===== config.mk =====
export PLATFORM = sky130hd
export DESIGN_NAME = fetch_unit
export DESIGN_NICKNAME = d
export VERILOG_FILES = /design/src/rtl/fetch_unit_pkg.sv /design/src/rtl/fetch_unit_buf.sv /design/src/rtl/fetch_unit.sv
export SDC_FILE = /design/constraint.sdc
export NUM_CORES = 1
export LEC_CHECK = 0
export ABC_AREA = 1
export ABC_CLOCK_PERIOD_IN_PS = 5100
export CELL_PAD_IN_SITES_DETAIL_PLACEMENT = 0
export CELL_PAD_IN_SITES_GLOBAL_PLACEMENT = 2
export CORE_MARGIN = 2
export CORE_UTILIZATION = 38
export CTS_CLUSTER_DIAMETER = 100
export DETAILED_ROUTE_END_ITERATION = 12
export DONT_BUFFER_PORTS = 1
export GPL_TIMING_DRIVEN = 1
export PLACE_DENSITY_LB_ADDON = 0.1
export SLEW_MARGIN = 20
export SYNTH_ARGS = -nofsm -noshare
export SYNTH_HDL_FRONTEND = slang
export SYNTH_HIERARCHICAL = 1
export SYNTH_SLANG_ARGS = --single-unit

===== constraint.sdc =====
create_clock -name clk -period 5.1 [get_ports clk]
set_input_delay 1.53 -clock clk [delete_from_list [all_inputs] [get_ports clk]]
set_output_delay 1.53 -clock clk [all_outputs]
set_load 0.01 [all_outputs]

===== src/rtl/fetch_unit_pkg.sv =====
// fetch_unit_pkg: shared fetch-stage state encoding and default constants
package fetch_unit_pkg;
   typedef enum logic [1:0] {S_FETCH, S_WAIT, S_DISCARD, S_HALTED} fetch_state_t;
   localparam logic [15:0] NOP = 16'h0000;
   localparam logic [15:0] DEF_RESET_PC = 16'h0000;
   localparam int DEF_INSTR_BYTES = 2;
endpackage


===== src/rtl/fetch_unit_buf.sv =====
// fetch_buf: one-entry PC/instruction holding register with full flag
module fetch_buf
   import fetch_unit_pkg::*;
#(
   parameter int W = 16
) (
   input  logic         clk,
   input  logic         rst,
   input  logic         clr,
   input  logic         load,
   input  logic [W-1:0] pc_in,
   input  logic [15:0]  instr_in,
   output logic         full,
   output logic [W-1:0] pc,
   output logic [15:0]  instr
);
   always_ff @(posedge clk or negedge rst)
      if (!rst) begin
         full  <= 1'b0;
         pc    <= '0;
         instr <= NOP;
      end else if (clr) begin
         full  <= 1'b0;
      end else if (load) begin
         full  <= 1'b1;
         pc    <= pc_in;
         instr <= instr_in;
      end
endmodule


===== src/rtl/fetch_unit.sv =====
// fetch_unit: instruction fetch stage driving IF/ID; FETCH_PERF_EN adds perf counters
module fetch_unit
   import fetch_unit_pkg::*;
#(
   parameter int                PC_W        = 16,
   parameter logic [PC_W-1:0]   RESET_PC    = DEF_RESET_PC,
   parameter int                INSTR_BYTES = DEF_INSTR_BYTES
) (
   input  logic            clk,
   input  logic            rst,
   output logic            imem_req,
   output logic [PC_W-1:0] imem_addr,
   input  logic            imem_ready,
   input  logic [15:0]     imem_data,
   input  logic            hold,
   input  logic            redirect,
   input  logic [PC_W-1:0] redirect_pc,
   input  logic            halt,
   output logic            ifid_write,
   output logic [PC_W-1:0] ifid_pc,
   output logic [15:0]     ifid_instr,
   output logic            ifid_flush,
   output logic            ifid_stall
`ifdef FETCH_PERF_EN
   ,
   output logic [15:0]     perf_wait_cnt,
   output logic [15:0]     perf_flush_cnt
`endif
);
   fetch_state_t state, state_nx;
   logic [PC_W-1:0] pc, pc_nx, tgt, tgt_nx, pc_inc, buf_pc;
   logic [15:0] buf_instr;
   logic run, halt_pend, halt_pend_nx, halt_now, buf_full, buf_clr, buf_load, done, outst;
   // run keeps every output quiet until the first edge after reset release
   always_ff @(posedge clk or negedge rst)
      if (!rst) begin
         state     <= S_FETCH;
         pc        <= RESET_PC;
         tgt       <= '0;
         halt_pend <= 1'b0;
         run       <= 1'b0;
      end else begin
         state     <= state_nx;
         pc        <= pc_nx;
         tgt       <= tgt_nx;
         halt_pend <= halt_pend_nx;
         run       <= 1'b1;
      end
   always_comb begin
      state_nx     = state;
      pc_nx        = pc;
      tgt_nx       = tgt;
      halt_pend_nx = halt_pend;
      if (!run) begin
         state_nx = state;
      end else if (redirect) begin
         halt_pend_nx = 1'b0;
         state_nx     = outst ? S_DISCARD : S_FETCH;
         tgt_nx       = outst ? redirect_pc : tgt;
         pc_nx        = outst ? pc : redirect_pc;
      end else if (state == S_DISCARD) begin
         state_nx = imem_ready ? S_FETCH : S_DISCARD;
         pc_nx    = imem_ready ? tgt : pc;
      end else if (done) begin
         pc_nx        = pc_inc;
         state_nx     = halt_now ? S_HALTED : S_FETCH;
         halt_pend_nx = 1'b0;
      end else if (state == S_FETCH && halt_now) begin
         state_nx     = S_HALTED;
         halt_pend_nx = 1'b0;
      end else if (outst) begin
         state_nx     = S_WAIT;
         halt_pend_nx = halt_now;
      end
   end
   always_comb begin
      pc_inc     = pc + PC_W'(INSTR_BYTES);
      halt_now   = halt | halt_pend;
      imem_req   = run & ((state == S_FETCH & !buf_full & !halt_now) | state == S_WAIT | state == S_DISCARD);
      imem_addr  = pc;
      outst      = imem_req & !imem_ready;
      done       = imem_req & imem_ready & (state != S_DISCARD);
      ifid_flush = run & redirect;
      ifid_write = !ifid_flush & !hold & (buf_full | done);
      ifid_pc    = !ifid_write ? '0 : buf_full ? buf_pc : pc_inc;
      ifid_instr = !ifid_write ? NOP : buf_full ? buf_instr : imem_data;
      ifid_stall = !ifid_write & !ifid_flush;
      buf_clr    = ifid_flush | (buf_full & !hold);
      buf_load   = !ifid_flush & done & hold;
   end
   fetch_buf #(.W(PC_W)) u_buf (
      .clk      (clk),
      .rst      (rst),
      .clr      (buf_clr),
      .load     (buf_load),
      .pc_in    (pc_inc),
      .instr_in (imem_data),
      .full     (buf_full),
      .pc       (buf_pc),
      .instr    (buf_instr)
   );
`ifdef FETCH_PERF_EN
   always_ff @(posedge clk or negedge rst)
      if (!rst) begin
         perf_wait_cnt  <= '0;
         perf_flush_cnt <= '0;
      end else begin
         perf_wait_cnt  <= perf_wait_cnt + 16'(outst && perf_wait_cnt != 16'hFFFF);
         perf_flush_cnt <= perf_flush_cnt + 16'(ifid_flush && perf_flush_cnt != 16'hFFFF);
      end
`endif
endmodule

==> results of run 1 <==
[through the flow]
step	power (mW)	hold slack, ns
CTS	2.554	0.4782
global placement	1.966	0.4534
detailed placement	1.980	0.4588
finish	2.523	0.4754
floorplan	1.731	0.4422
global route	2.750	0.4920
[worst register-to-register path, stage by stage (launching register included)]
cell and delay [ns]:
dfrtp_1 0.39, inv_2 0.46, nand2_1 0.15, nand2_2 0.12, nand4_2 0.51, nand3_4 0.46, inv_4 0.16, nand2_1 0.11
o21ai_2 0.05
[cells by family after synthesis]
group,count (synthesis),share of synthesized area
buffers and inverters,79,0.09104
and+or+nand+nor,374,0.3792
xor gates and xnor gates,2,0.004194
AOI/OAI and AO/OA,73,0.1084
other,1,0.0008976
adders and majority gates,1,0.002994
DFF,69,0.4133
[per-layer routing]
metal  global-route usage  up-vias
met5                    0        -
met4              0.07692        0
met3              0.03108       15
met2               0.3138       74
met1               0.2922     1767
li1                     -     1901
[final cells by class]
class | instances | area, um2 | share of cell area
flip-flops and latches | 69 | 1727 | 0.3777
clock inverters | 6 | 110.1 | 0.02408
multi-input cells | 451 | 2073 | 0.4535
well taps | 140 | 175.2 | 0.03831
repair buffers | 20 | 162.7 | 0.03558
clock buffers | 10 | 137.6 | 0.03010
inverters | 49 | 186.4 | 0.04078
[worst paths after layout]
| kind | endpoint | slack (ns) | depth (start not counted) |
|---|---|---|---|
| worst min register to register | u_buf/instr[15]$_DFFE_PN0P_ | 0.48 | 2 |
| max in group asynchronous | state[0]$_DFFE_PN0P_ | 4.11 | 0 |
| worst max register to register | imem_addr[4]$_DFFE_PN0P_ | 2.59 | 8 |
| min in group asynchronous | u_buf/pc[7]$_DFFE_PN0P_ | 0.87 | 0 |
| worst min-delay path | u_buf/instr[15]$_DFFE_PN0P_ | 0.48 | 2 |
| worst max-delay path | ifid_pc[10] | 0.54 | 9 |
[cells in the mapped netlist, drive strengths merged]
cell    number  area, um2
dfrtp       69       1727
o21ai       20      122.6
clkbuf       6      22.52
a31oi        1      6.260
nand2      267       1037
nor2        43      188.9
nand4       12      81.33
and2         3      18.77
o21bai       1      7.510
xor2         2      17.52
ha           1      12.51
o211ai       1      7.510
buf         24      171.4
o221ai       1      8.760
a21boi       5      37.54
conb         1      3.750
o31ai        1      7.510
inv         49      186.4
a22oi        7      52.55
a21oi       36      202.7
nand3       49      257.8
[where the power goes]
| group | total, mW | internal [mW] | leakage (nW) | switching (mW) |
|---|---|---|---|---|
| Clock | 0.559 | 0.337 | 0.119 | 0.221 |
| Combinational | 0.922 | 0.309 | 1.41 | 0.614 |
| Sequential | 1.04 | 0.798 | 0.864 | 0.244 |
[cells in the final DEF (no fill, tap or decap)]
master,instances
o21ai_1,2
clkinv_2,1
a21oi_4,2
nand4_1,11
conb_1,1
xor2_1,2
o21ai_2,6
a21boi_0,5
ha_1,1
a22oi_1,7
and2_1,3
nor2_1,33
o211ai_1,1
dfrtp_1,69
nand2_4,2
nand2_2,8
buf_12,1
nand4_2,1
o31ai_1,1
buf_4,19
clkbuf_8,10
clkinvlp_4,2
a31oi_1,1
inv_1,37
a21oi_1,34
o21bai_1,1
nand3_1,48
nor2_4,1
o21ai_0,12
inv_2,11
nand2_1,257
o221ai_1,1
inv_4,1
nor2_2,9
nand3_4,1
bufinv_16,3
[registers in the layout, indices dropped and copies added, names as in the netlist]
| signal | count |
|---|---|
| u_buf/full | 1 |
| state | 2 |
| imem_addr | 16 |
| run | 1 |
| u_buf/pc | 16 |
| u_buf/instr | 16 |
| tgt | 16 |
| halt_pend | 1 |
==> flow_metrics.tcl, run 1 <==
set metrics [dict create \
    status "completed" \
    fin_crit_ns 4.562 \
    grt_pass1_wl_um 18540 \
    grt_max_degree 70 \
    avgViaCountPerCell 5.043 \
    area_growth_syn_to_layout_pct 9.434 \
    n_antenna_cell 0 \
    start_kind "input pin" \
    gp_congestion 0.8565 \
    rsz0062_at_grt "false" \
    synth_area_um2 4178 \
    cpPeakStageDelay_ns 0.27 \
    fillerInstances 1155 \
    p_leak_nw 2.390 \
    maxSlewViolCount 0 \
    htree_levels 3 \
    synth_nets 638 \
    design_area_um2 4572 \
    hold_start "u_buf/instr[15]$_DFFE_PN0P_" \
    grt-ovfl-total 0 \
    grt_usage 0.2050 \
    root_buffer "clkbuf_8" \
    cts_hold_buf 0 \
    antenna_left 0 \
    arrival_ns 3.03 \
    dp_hpwl_um 8073 \
    layout.nets 639 \
    synth.distinct_cells 35 \
    die_h_um 108.9 \
    port_buffers 0 \
    synth.ff_latch_count 69 \
    synth_warnings 6 \
    final_cell_count_no_fill 745 \
    post_cts_buffers 0 \
    post-route-period-util 0.8945 \
    crit_buf_inv 2 \
    clock-skew-final_ns 0.01108 \
    synth_area_per_cell_um2 6.975 \
    layout_setup_ws_ns 0.5382 \
    num_vias 3757 \
    coreArea_um2 10790 \
    drive_above_1_share 0.1289 \
    critical_path_class "in -> out" \
    setup_viol 0 \
    tightestPinTransition_ns 0.6540 \
    drt_wl_total_um 11660 \
    vdd_drop_max_mv 0.2025 \
    worstHoldPathType "reg -> reg" \
    drc 0 \
    first_global_vias 3548 \
    die_w_um 108.9 \
    wl_met1_um 5592 \
    dr.pass1.iters 4 \
    dp.cells 729 \
    start_util 0.3871 \
    cp-end-kind "output pin" \
    ys_seq_area_frac 0.4133 \
    cap_violations 0 \
    pwr_density_cell_nw_per_um2 551.9 \
    hold_viol 0 \
    crit_chain "nor2_1 > nand2_1 > nand2_2 > nand4_1 > nand2_1 > nand2_1 > buf_12 > a21oi_1 > buf_4" \
    ioPinCount 90 \
    cts.path.max_buffers 2 \
    wl_per_cell_um 15.65 \
    tns_ns 0 \
    r2r-start "u_buf/full$_DFFE_PN0P_" \
    dpl_worst_slack_ns 0.5298 \
    met2_length_um 5328 \
    cp.required_ns 3.57 \
    cpMostUsedCell "nand2_1" \
    cts-resized-gates 0 \
    crit_start "halt" \
    clk_pin_slew_worst_paths_ns 0.08 \
    relSlewSlack 0.5630 \
    crit_fanout 21 \
    antenna_found_initial 0 \
    place_area_um2 4324 \
    rows 38 \
    cp_top_family "simple AND/OR/NAND/NOR gates" \
    top_layer "met4" \
    cts_tree "yes" \
    wl_met3_um 524 \
    cts_sinks 69 \
    insertion_delay_ns 0.35 \
    cp_slowest_cell "nand2_1" \
    cts_inserted_buffers 9 \
    fin_util 0.4236 \
    synthCells 599 \
    dieArea_um2 11850 \
    drt-initial-drc-count 250 \
    fmax_mhz 219.2 \
]
Note: power is estimated with default switching activity, not from simulation.
==> inputs of run 2 (changes only) <==
--- a/config.mk
+++ b/config.mk
@@ -14,6 +14,7 @@
 export CTS_CLUSTER_DIAMETER = 100
 export DETAILED_ROUTE_END_ITERATION = 12
 export DONT_BUFFER_PORTS = 1
+export GPL_ROUTABILITY_DRIVEN = 0
 export GPL_TIMING_DRIVEN = 1
 export PLACE_DENSITY_LB_ADDON = 0.1
 export SLEW_MARGIN = 20
==> results of run 2 <==
The final DEF is identical to that of run 1; final timing and power are the same.
